<file path="src/rtl/dc_offset_remover.sv">
// DC offset remover: estimates the mean of each 2^LOG2_BLOCK-sample block and
// subtracts it from the incoming offset-binary stream, producing signed samples.
module dc_offset_remover #(
    parameter int DATA_WIDTH = 12,
    parameter int LOG2_BLOCK = 10
) (
    input  logic                  clk,
    input  logic                  areset,
    input  logic                  adc_valid,
    input  logic [DATA_WIDTH-1:0] adc_data,
    input  logic                  clear,
    output logic [DATA_WIDTH-1:0] data_out,
    output logic                  out_valid,
    output logic                  en,
    output logic [DATA_WIDTH-1:0] dc_level
);

    localparam int ACC_W = DATA_WIDTH + LOG2_BLOCK;

    typedef enum logic {
        ACQUIRE,
        TRACK
    } state_t;

    state_t                state_q, state_d;
    logic [ACC_W-1:0]      acc_q, acc_d;
    logic [LOG2_BLOCK-1:0] cnt_q, cnt_d;
    logic [DATA_WIDTH-1:0] dc_level_q, dc_level_d;
    logic [DATA_WIDTH-1:0] data_out_q, data_out_d;
    logic                  out_valid_q, out_valid_d;
    logic                  en_q, en_d;

    logic [ACC_W-1:0]      sum;
    logic [DATA_WIDTH:0]   diff;

    always_comb begin
        state_d     = state_q;
        acc_d       = acc_q;
        cnt_d       = cnt_q;
        dc_level_d  = dc_level_q;
        data_out_d  = data_out_q;
        out_valid_d = 1'b0;
        en_d        = en_q;
        sum         = acc_q + {{LOG2_BLOCK{1'b0}}, adc_data};
        diff        = {1'b0, adc_data} - {1'b0, dc_level_q};

        if (clear) begin
            state_d    = ACQUIRE;
            acc_d      = '0;
            cnt_d      = '0;
            dc_level_d = '0;
            data_out_d = '0;
            en_d       = 1'b0;
        end else if (adc_valid) begin
            if (cnt_q == '1) begin
                dc_level_d = sum[ACC_W-1:LOG2_BLOCK];
                acc_d      = '0;
                cnt_d      = '0;
                if (state_q == ACQUIRE) begin
                    state_d = TRACK;
                    en_d    = 1'b1;
                end
            end else begin
                acc_d = sum;
                cnt_d = cnt_q + {{(LOG2_BLOCK-1){1'b0}}, 1'b1};
            end

            // Correction uses the mean registered before this cycle, so the
            // block-completing sample still sees the old estimate.
            if (state_q == TRACK) begin
                out_valid_d = 1'b1;
                if (diff[DATA_WIDTH] != diff[DATA_WIDTH-1]) begin
                    data_out_d = diff[DATA_WIDTH] ? {1'b1, {(DATA_WIDTH-1){1'b0}}}
                                                  : {1'b0, {(DATA_WIDTH-1){1'b1}}};
                end else begin
                    data_out_d = diff[DATA_WIDTH-1:0];
                end
            end
        end
    end

    always_ff @(posedge clk or posedge areset) begin
        if (areset) begin
            state_q     <= ACQUIRE;
            acc_q       <= '0;
            cnt_q       <= '0;
            dc_level_q  <= '0;
            data_out_q  <= '0;
            out_valid_q <= 1'b0;
            en_q        <= 1'b0;
        end else begin
            state_q     <= state_d;
            acc_q       <= acc_d;
            cnt_q       <= cnt_d;
            dc_level_q  <= dc_level_d;
            data_out_q  <= data_out_d;
            out_valid_q <= out_valid_d;
            en_q        <= en_d;
        end
    end

    assign data_out  = data_out_q;
    assign out_valid = out_valid_q;
    assign en        = en_q;
    assign dc_level  = dc_level_q;

endmodule

</file>
<file path="config.mk">
export PLATFORM = sky130hd
export DESIGN_NAME = dc_offset_remover
export DESIGN_NICKNAME = d
export VERILOG_FILES = /design/src/rtl/dc_offset_remover.sv
export SDC_FILE = /design/constraint.sdc
export NUM_CORES = 1
export LEC_CHECK = 0
export ABC_AREA = 0
export CAP_MARGIN = 20
export CORE_UTILIZATION = 25
export CTS_CLUSTER_DIAMETER = 50
export DETAILED_ROUTE_END_ITERATION = 6
export PLACE_DENSITY_LB_ADDON = 0.25
export SYNTH_ARGS = -nofsm -noshare
export SYNTH_HDL_FRONTEND = slang
export SYNTH_SLANG_ARGS = --single-unit
</file>
<file path="constraint.sdc">
create_clock -name clk -period 4 [get_ports clk]
set_clock_uncertainty 0.05 [all_clocks]
set_input_delay 0.4 -clock clk [delete_from_list [all_inputs] [get_ports clk]]
set_output_delay 0.4 -clock clk [all_outputs]
set_load 0.02 [all_outputs]
</file>
# [Yosys cells after proc, flatten, opt, wreduce, memory -nomap -nowiden]
# Cells that the tools add are included.
[word_totals] register_bits=59 inputBits=16 output_inout_bits=26 word_cells=43
[classes] n_addsub=3 eq_ne=3 mux=24 n_reduce_logical=6
[ops] cell="2-to-1 mux 12 bit" count=8
[ops] cell="2-to-1 mux 22 bit" count=3
[ops] cell="2-to-1 mux 10 bit" count=3
[ops] cell="adder 22 x 12 -> 22 bit" count=1
[ops] cell="subtractor 12 x 12 -> 13 bit" count=1
[ops] cell="adder 10 x 1 -> 10 bit (second input constant)" count=1
[ops] cell="equality test 10 bit (second input constant)" count=1
[ops] cell="2-to-1 mux 1 bit" count=10
[ops] cell="nonzero test 2 bit" count=3
[ops] cell="AND reduction 2 bit" count=2
[ops] cell="AND reduction 3 bit" count=1
[ops] cell="!= test 2 bit (second input constant)" count=1
[ops] cell="!= test 1 bit" count=1

# [Logic depth before layout (Yosys ltp)]
# Gate-level depths: netlist of run 1.
[depth] ltp_word=6 ltp_mapped=11 mapped_depth_nobuf=11

# [Worst setup path before layout of run 1]
# No wires, ideal clock.
[synth_path] path_type="register to register" startpoint="register dc_level_q[0], in the netlist dc_level[0]" endpoint="register data_out_q[9], in the netlist data_out[9]" setup_ps=126 t_arrival_ps=2370 required_ps=3824 slack_ps=1454 path_stages_with_launch=11 n_path_buf=0 period_less_slack_ps=2546 cell_sequence="dfrtp_1 > ha_1 > inv_1 > fa_1 > a21o_1 > a221oi_2 > o21ai_2 > a31oi_1 > nor3_1 > and2_1 > a221o_1"
[synth_between] elab_chain_cells=6 word_cells_on_any_way=7 classes_between="add/sub: 1; eq/ne: 1; mux: 5"
[synth_lines] item="from (decl)" line="28" text="logic [DATA_WIDTH-1:0] dc_level_q, dc_level_d;"
[synth_lines] item="from (signal assigned)" line="95" text="dc_level_q <= dc_level_d;"
[synth_lines] item="subtractor 12 x 12 -> 13 bit (*)" line="45" text="diff = {1'b0, adc_data} - {1'b0, dc_level_q};"
[synth_lines] item="2-to-1 mux 12 bit / != test 1 bit (equally long branches)" line="73, 72"
[synth_lines] item="2-to-1 mux 12 bit (*)" line="72" text="if (diff[DATA_WIDTH] != diff[DATA_WIDTH-1]) begin"
[synth_lines] item="2-to-1 mux 12 bit (*)" line="70" text="if (state_q == TRACK) begin"
[synth_lines] item="2-to-1 mux 12 bit (*)" line="54" text="end else if (adc_valid) begin"
[synth_lines] item="2-to-1 mux 12 bit (*)" line="47" text="if (clear) begin"
[synth_lines] item="to (signal assigned)" line="96" text="data_out_q <= data_out_d;"
[synth_lines] item="to (decl)" line="29" text="logic [DATA_WIDTH-1:0] data_out_q, data_out_d;"
# Mark *: on every way between the ends. The rest lies on a longest branch, timed or not. The select of a mux whose other input is x is not followed.
# A chain may end at the register's enable or synchronous reset.

# [Final worst setup path of run 1]
[layout_path] startpoint="input adc_data[0]" endpoint="register data_out_q[9], in the netlist data_out[9]"
[layout_between] elab_chain_cells=6 word_cells_on_any_way=7 classes_between="add/sub: 1; eq/ne: 1; mux: 5"
[layout_lines] item="from (decl)" line="10" text="input logic [DATA_WIDTH-1:0] adc_data,"
[layout_lines] item="subtractor 12 x 12 -> 13 bit (*)" line="45"
[layout_lines] item="2-to-1 mux 12 bit / != test 1 bit (equally long branches)" line="73, 72"
[layout_lines] item="2-to-1 mux 12 bit (*)" line="72"
[layout_lines] item="2-to-1 mux 12 bit (*)" line="70"
[layout_lines] item="2-to-1 mux 12 bit (*)" line="54"
[layout_lines] item="2-to-1 mux 12 bit (*)" line="47"
# Marks and branches as above.

==> flow_summary.json, run 1 <==
{
  "grt.total_usage_pct": 13.7,
  "post_cts_resized": 0,
  "setup_viol": 0,
  "cts.sinks": 59,
  "wl_per_cell_um": 15.4,
  "port_buffers": 41,
  "synth_edf_count": 0,
  "wl_um": 9740,
  "max_clock_freq_mhz": 354,
  "finalSetupTns_ns": 0,
  "ys_seq_elements": 59,
  "postRouteAntennaNets": 0,
  "dp_hpwl_um": 7340,
  "post_dp_cell_area_um2": 4350,
  "crit_required_ns": 4.16,
  "clockBufferDepth": 2,
  "gp_congestion": 0.849,
  "p_leak_uw": 0.00201,
  "cts_setup_buffers": 0,
  "syn_inst": 398,
  "hold_path_class": "reg -> reg",
  "reg2reg_depth": 10,
  "grt_max_degree": 38,
  "timing.rr.start": "dc_level[0]",
  "final_util_pct": 32.2,
  "nets": 487,
  "clk_pin_slew_worst_paths_ns": 0.05,
  "mostFrequentLayoutCells": "59 x dfrtp_1, 45 x nand2_1, 41 x clkdlybuf4s50_1",
  "finalCritPeriodShare_pct": 70.5,
  "yosysWarnings": 0,
  "n_antenna_cell": 0,
  "synth_ff_type": "dfrtp_1",
  "grt_overflow": 0,
  "viasPerCell": 4.86,
  "layout_min_cycle_time_ns": 2.82,
  "hold_path.startpoint": "acc_q[8]",
  "critPathKind": "in -> reg",
  "drt_iter0_drc": 152,
  "dp_slack_ns": 0.821,
  "critPathMaxFanout": 4,
  "hold_buffers": 0,
  "drt_pass1_iterations": 4,
  "finalHoldViolCount": 0,
  "hold_ws_ns": 0.437,
  "hold_path_depth": 2,
  "yosysSeqAreaShare_pct": 39.6,
  "powerDensity_nw_per_um2": 416,
  "antenna_found_initial": 0,
  "rsz0062_at_grt": "no",
  "yosys.area.top_type_share_pct": 39.6,
  "synth_cell_types": 54,
  "grt_pass1_wl_um": 16000,
  "tightest_slew_ns": 0.827,
  "layout_commonest_cell": "dfrtp_1",
  "cts_tree": "done",
  "r2r-end": "data_out[9]",
  "dieArea_um2": 15400,
  "drc_errors": 0,
  "die_w_um": 124,
  "slew-limit-headroom_pct": 44.8,
  "syn2layout_area_growth_pct": 25.6,
  "ys_top_cells_by_area": "dfrtp_1 40%, ha_1 8.4%, a21oi_1 4.6%, nand2_1 4.5%, xnor2_1 4.2%",
  "yosys.area.top_type": "dfrtp_1",
  "drv_slew": 0,
  "ios": 42,
  "timing.final.ws_setup_ns": 1.18,
  "end_kind": "register",
  "fp-row-count": 44,
  "status": "completed",
  "core_area_um2": 14500,
  "r2r_setup_slack_ns": 1.30,
  "syn_area_um2": 3730,
  "synthesis.nets": 441,
  "insertion_delay_ns": 0.33,
  "async_reset_ff_share_pct": 100,
  "cts_root_buf": "clkbuf_16",
  "vias": 3076,
  "maxCapViolCount": 0,
  "start_util_pct": 25.6,
  "post-route-cell-area_um2": 4680,
  "grt_pass1_vias": 3072,
  "max-vdd-ir-drop_v": 0.000236,
  "hold_end": "acc_q[8]",
  "syn_area_per_cell_um2": 9.37,
  "layout-drive-gt1-share_pct": 7.35,
  "cts_htree_levels": 3,
  "start_kind": "input pin",
  "numCtsBuffers": 9,
  "die_y_um": 124,
  "worstPathArrival_ns": 2.98
}
==> stage by stage <==
stage                     total power [µW]  instances
after global placement                1100        617
after floorplan                        968        398
after detailed placement              1110        617
after CTS                             1970        633
final                                 1950        633
after global routing                  2050        633
==> critical path, cell delays in order <==
cell and delay [ns]:
clkdlybuf4s50_1 0.44, inv_1 0.07, ha_1 0.16, inv_1 0.05, fa_1 0.39, a21o_1 0.20, a221oi_2 0.34, o21ai_2 0.13
a31oi_1 0.25, nor3_1 0.09, and2_1 0.20, a221o_1 0.26
==> state kept, by name, summed over array words and instances (netlist names) <==
signal / cells
state_q: 1
acc_q: 22
cnt_q: 10
dc_level: 12
en: 1
data_out: 12
out_valid: 1
==> final cells by class <==
class,instances,area (µm²)
Multi-Input combinational cell,301,2090
Clock inverter,4,72.6
Timing Repair Buffer,48,463
Sequential cell,59,1480
Inverter,25,93.8
Tap cell,184,230
Clock buffer,12,256
Fill cell,1524,9850
==> kinds of logic (layout without fill, tap and decap cells) <==
group                      Yosys count  count (layout)  synth area share (%)
adders and majority gates           27              27                  9.47
xor gates and xnor gates            35              35                  8.73
DFF                                 59              59                  39.6
buffers and inverters               38              89                  4.36
AOI/OAI and AO/OA                  133             133                  24.0
and+or+nand+nor                    106             106                  13.8
==> routing by layer <==
metal  vias to the layer above  GRT usage [%]  share of wire, %
met5                         -              0                 0
met4                         0           5.06               1.6
met3                        11           2.61               2.9
met2                        58           22.8                49
met1                      1481           17.5                47
li1                       1526              -                 -
==> how the worst max path moves through the flow <==
stage | startpoint | to | slack [ns] | cells after the start
2_1_floorplan | dc_level[0] | data_out[9] | 1.45 | 10
3_3_place_gp | adc_data[0] | data_out[10] | 0.89 | 12
3_5_place_dp | adc_data[0] | data_out[9] | 0.82 | 12
4_1_cts | adc_data[0] | data_out[9] | 1.17 | 12
5_1_grt | adc_data[0] | data_out[9] | 0.98 | 12
6_report | adc_data[0] | data_out[9] | 1.18 | 12
==> cells in the mapped netlist (all sizes together), types with 8 or more instances <==
cell type  number
nand2          45
a31oi          12
inv            25
clkbuf          8
dfrtp          59
xnor2          18
o21ai          30
a21oi          35
ha             25
a21o           13
and3            8
xor2           17
nor2           21
==> power by group <==
group          switching [µW]  internal [µW]  total, µW
combinational             250            180        430
clock                     276            578        854
sequential               28.2            636        664
No activity file was read; power rests on OpenSTA's default activity.
==> run 2: changes to the inputs <==
- clock period: 4 -> 2.8 ns (I/O delays scaled with it)
==> run 2 against run 1 <==
Compared with the run above:
- critical path type is now reg -> reg
- clock-buffer cell count decreased by 1
- routed wire length decreased by 0.47%
- power is 42% higher
- hold slack worse by 0.0048 ns
- cell area rose by 3.0%
- first-iteration DRC count up 32%
- die area did not move
- sequential power increased by 43%
- largest cell class unchanged
- sequential share of layout area shrank 0.91 points
- clock power up 38%
==> flow_summary.json, run 2 (same netlist as run 1, synthesis figures left out) <==
{
  "status": "completed",
  "vias": 3136,
  "max-vdd-ir-drop_v": 0.000342,
  "port_buffers": 41,
  "critPathKind": "reg -> reg",
  "largest_reg_flops": 22,
  "worstPathArrival_ns": 2.76,
  "postRouteAntennaNets": 0,
  "drt_pass1_iterations": 6,
  "dieArea_um2": 15400,
  "largest-register": "acc_q",
  "start_kind": "register",
  "timing.rr.start": "dc_level[0]",
  "clockBufferDepth": 2,
  "tightest_slew_ns": 0.769,
  "setup_viol": 0,
  "nets": 508,
  "grt.total_usage_pct": 13.7,
  "core_area_um2": 14500,
  "r2r_setup_slack_ns": 0.20,
  "ios": 42,
  "drt_iter0_drc": 201,
  "powerDensity_nw_per_um2": 574,
  "rsz0062_at_grt": "no",
  "multi_input_area_um2": 2090,
  "cts_root_buf": "clkbuf_16",
  "die_w_um": 124,
  "final_util_pct": 33.2,
  "clockPowerShare_pct": 42.5,
  "end_kind": "register",
  "place_inst": 638,
  "numCtsBuffers": 9,
  "fin_cells": 654,
  "slew-limit-headroom_pct": 48.7,
  "cts_setup_buffers": 0,
  "cts.sinks": 59,
  "maxCapViolCount": 0,
  "grt_max_degree": 60,
  "post_cts_resized": 0,
  "clk_pin_slew_worst_paths_ns": 0.05,
  "antenna_found_initial": 0,
  "mostFrequentLayoutCells": "59 x dfrtp_1, 45 x nand2_1, 41 x clkdlybuf4s50_1",
  "drv_slew": 0,
  "comb_power_share_pct": 23.3,
  "n_antenna_cell": 0,
  "cts_tree": "done",
  "finalHoldViolCount": 0,
  "insertion_delay_ns": 0.34,
  "hold_path_class": "in -> async",
  "grt_overflow": 0,
  "start_util_pct": 25.6,
  "wl_um": 9700,
  "crit_start": "dc_level[0]",
  "syn2layout_area_growth_pct": 29.3,
  "switching_share_pct": 28.8,
  "finalCritPeriodShare_pct": 92.7,
  "grt_pass1_wl_um": 16000,
  "max_clock_freq_mhz": 385,
  "power_frac_seq_pct": 34.3,
  "cts_htree_levels": 3,
  "viasPerCell": 4.80,
  "crit_required_ns": 2.97,
  "fillers": 1498,
  "drc_errors": 0,
  "seq_area_um2": 1480,
  "p_sw_uw": 798,
  "wl_per_cell_um": 14.8,
  "grt_pass1_vias": 3102,
  "die_y_um": 124,
  "layout-drive-gt1-share_pct": 11.3,
  "dp_hpwl_um": 7330,
  "critPathMaxFanout": 4,
  "layout_min_cycle_time_ns": 2.60,
  "gp_congestion": 0.846,
  "layout_commonest_cell": "dfrtp_1",
  "fp-row-count": 44,
  "p_leak_uw": 0.00211,
  "hold_buffers": 0,
  "p_int_uw": 1970
}
run 2: worst paths after layout:
path | end | cells past startpoint
setup / recovery | data_out[9] | 10
hold / removal | data_out[8] | 3
setup reg to reg | data_out[9] | 10
hold reg to reg | acc_q[7] | 2
max in group asynchronous | acc_q[3] | 3
min in group clk | acc_q[7] | 2
run 2: power by group through the flow:
stage | clock network (µW) | logic [µW] | registers [µW]
5_1_grt | 1240 | 726 | 954
4_1_cts | 1200 | 652 | 949
6_report | 1180 | 643 | 948
2_1_floorplan | 0 | 401 | 982
3_5_place_dp | 0 | 648 | 964
3_3_place_gp | 0 | 642 | 963
run 2: cell type report:
cell class / count / area share, %
flip-flops and latches: 59 / 30.6
inverters: 25 / 1.95
repair buffers: 69 / 12.9
well taps: 184 / 4.78
clock buffers: 11 / 4.83
clock inverters: 5 / 1.61
multi-input cells: 301 / 43.3
run 2: worst max-delay path, cell delays in order (launching register included):
cell	delay [ns]
dfrtp_1	0.44
ha_1	0.20
inv_1	0.05
fa_1	0.37
a21o_1	0.19
a221oi_2	0.31
o21ai_2	0.12
a31oi_1	0.22
nor3_1	0.08
and2_1	0.18
a221o_1	0.26
run 2: layer usage:
| layer | vias up | share of wire [%] | track usage [%] |
|---|---|---|---|
| li1 | 1567 | - | - |
| met1 | 1503 | 47 | 18.0 |
| met2 | 57 | 48 | 22.5 |
| met3 | 9 | 3.1 | 2.24 |
| met4 | 0 | 1.4 | 5.13 |
| met5 | - | 0 | 0 |
run 2: metrics by stage:
| stage | hold slack (ns) | total power, µW | setup WS (ns) | cell area, µm² | setup TNS, ns |
|---|---|---|---|---|---|
| 6_report | 0.433 | 2770 | 0.204 | 4820 | 0 |
| 3_3_place_gp | 0.424 | 1610 | -0.0926 | 4510 | -0.410 |
| 2_1_floorplan | 0.410 | 1380 | 0.254 | 3730 | 0 |
| 3_5_place_dp | 0.432 | 1610 | -0.160 | 4510 | -1.09 |
| 4_1_cts | 0.444 | 2800 | 0.168 | 4820 | 0 |
| 5_1_grt | 0.474 | 2920 | 0.0110 | 4820 | 0 |
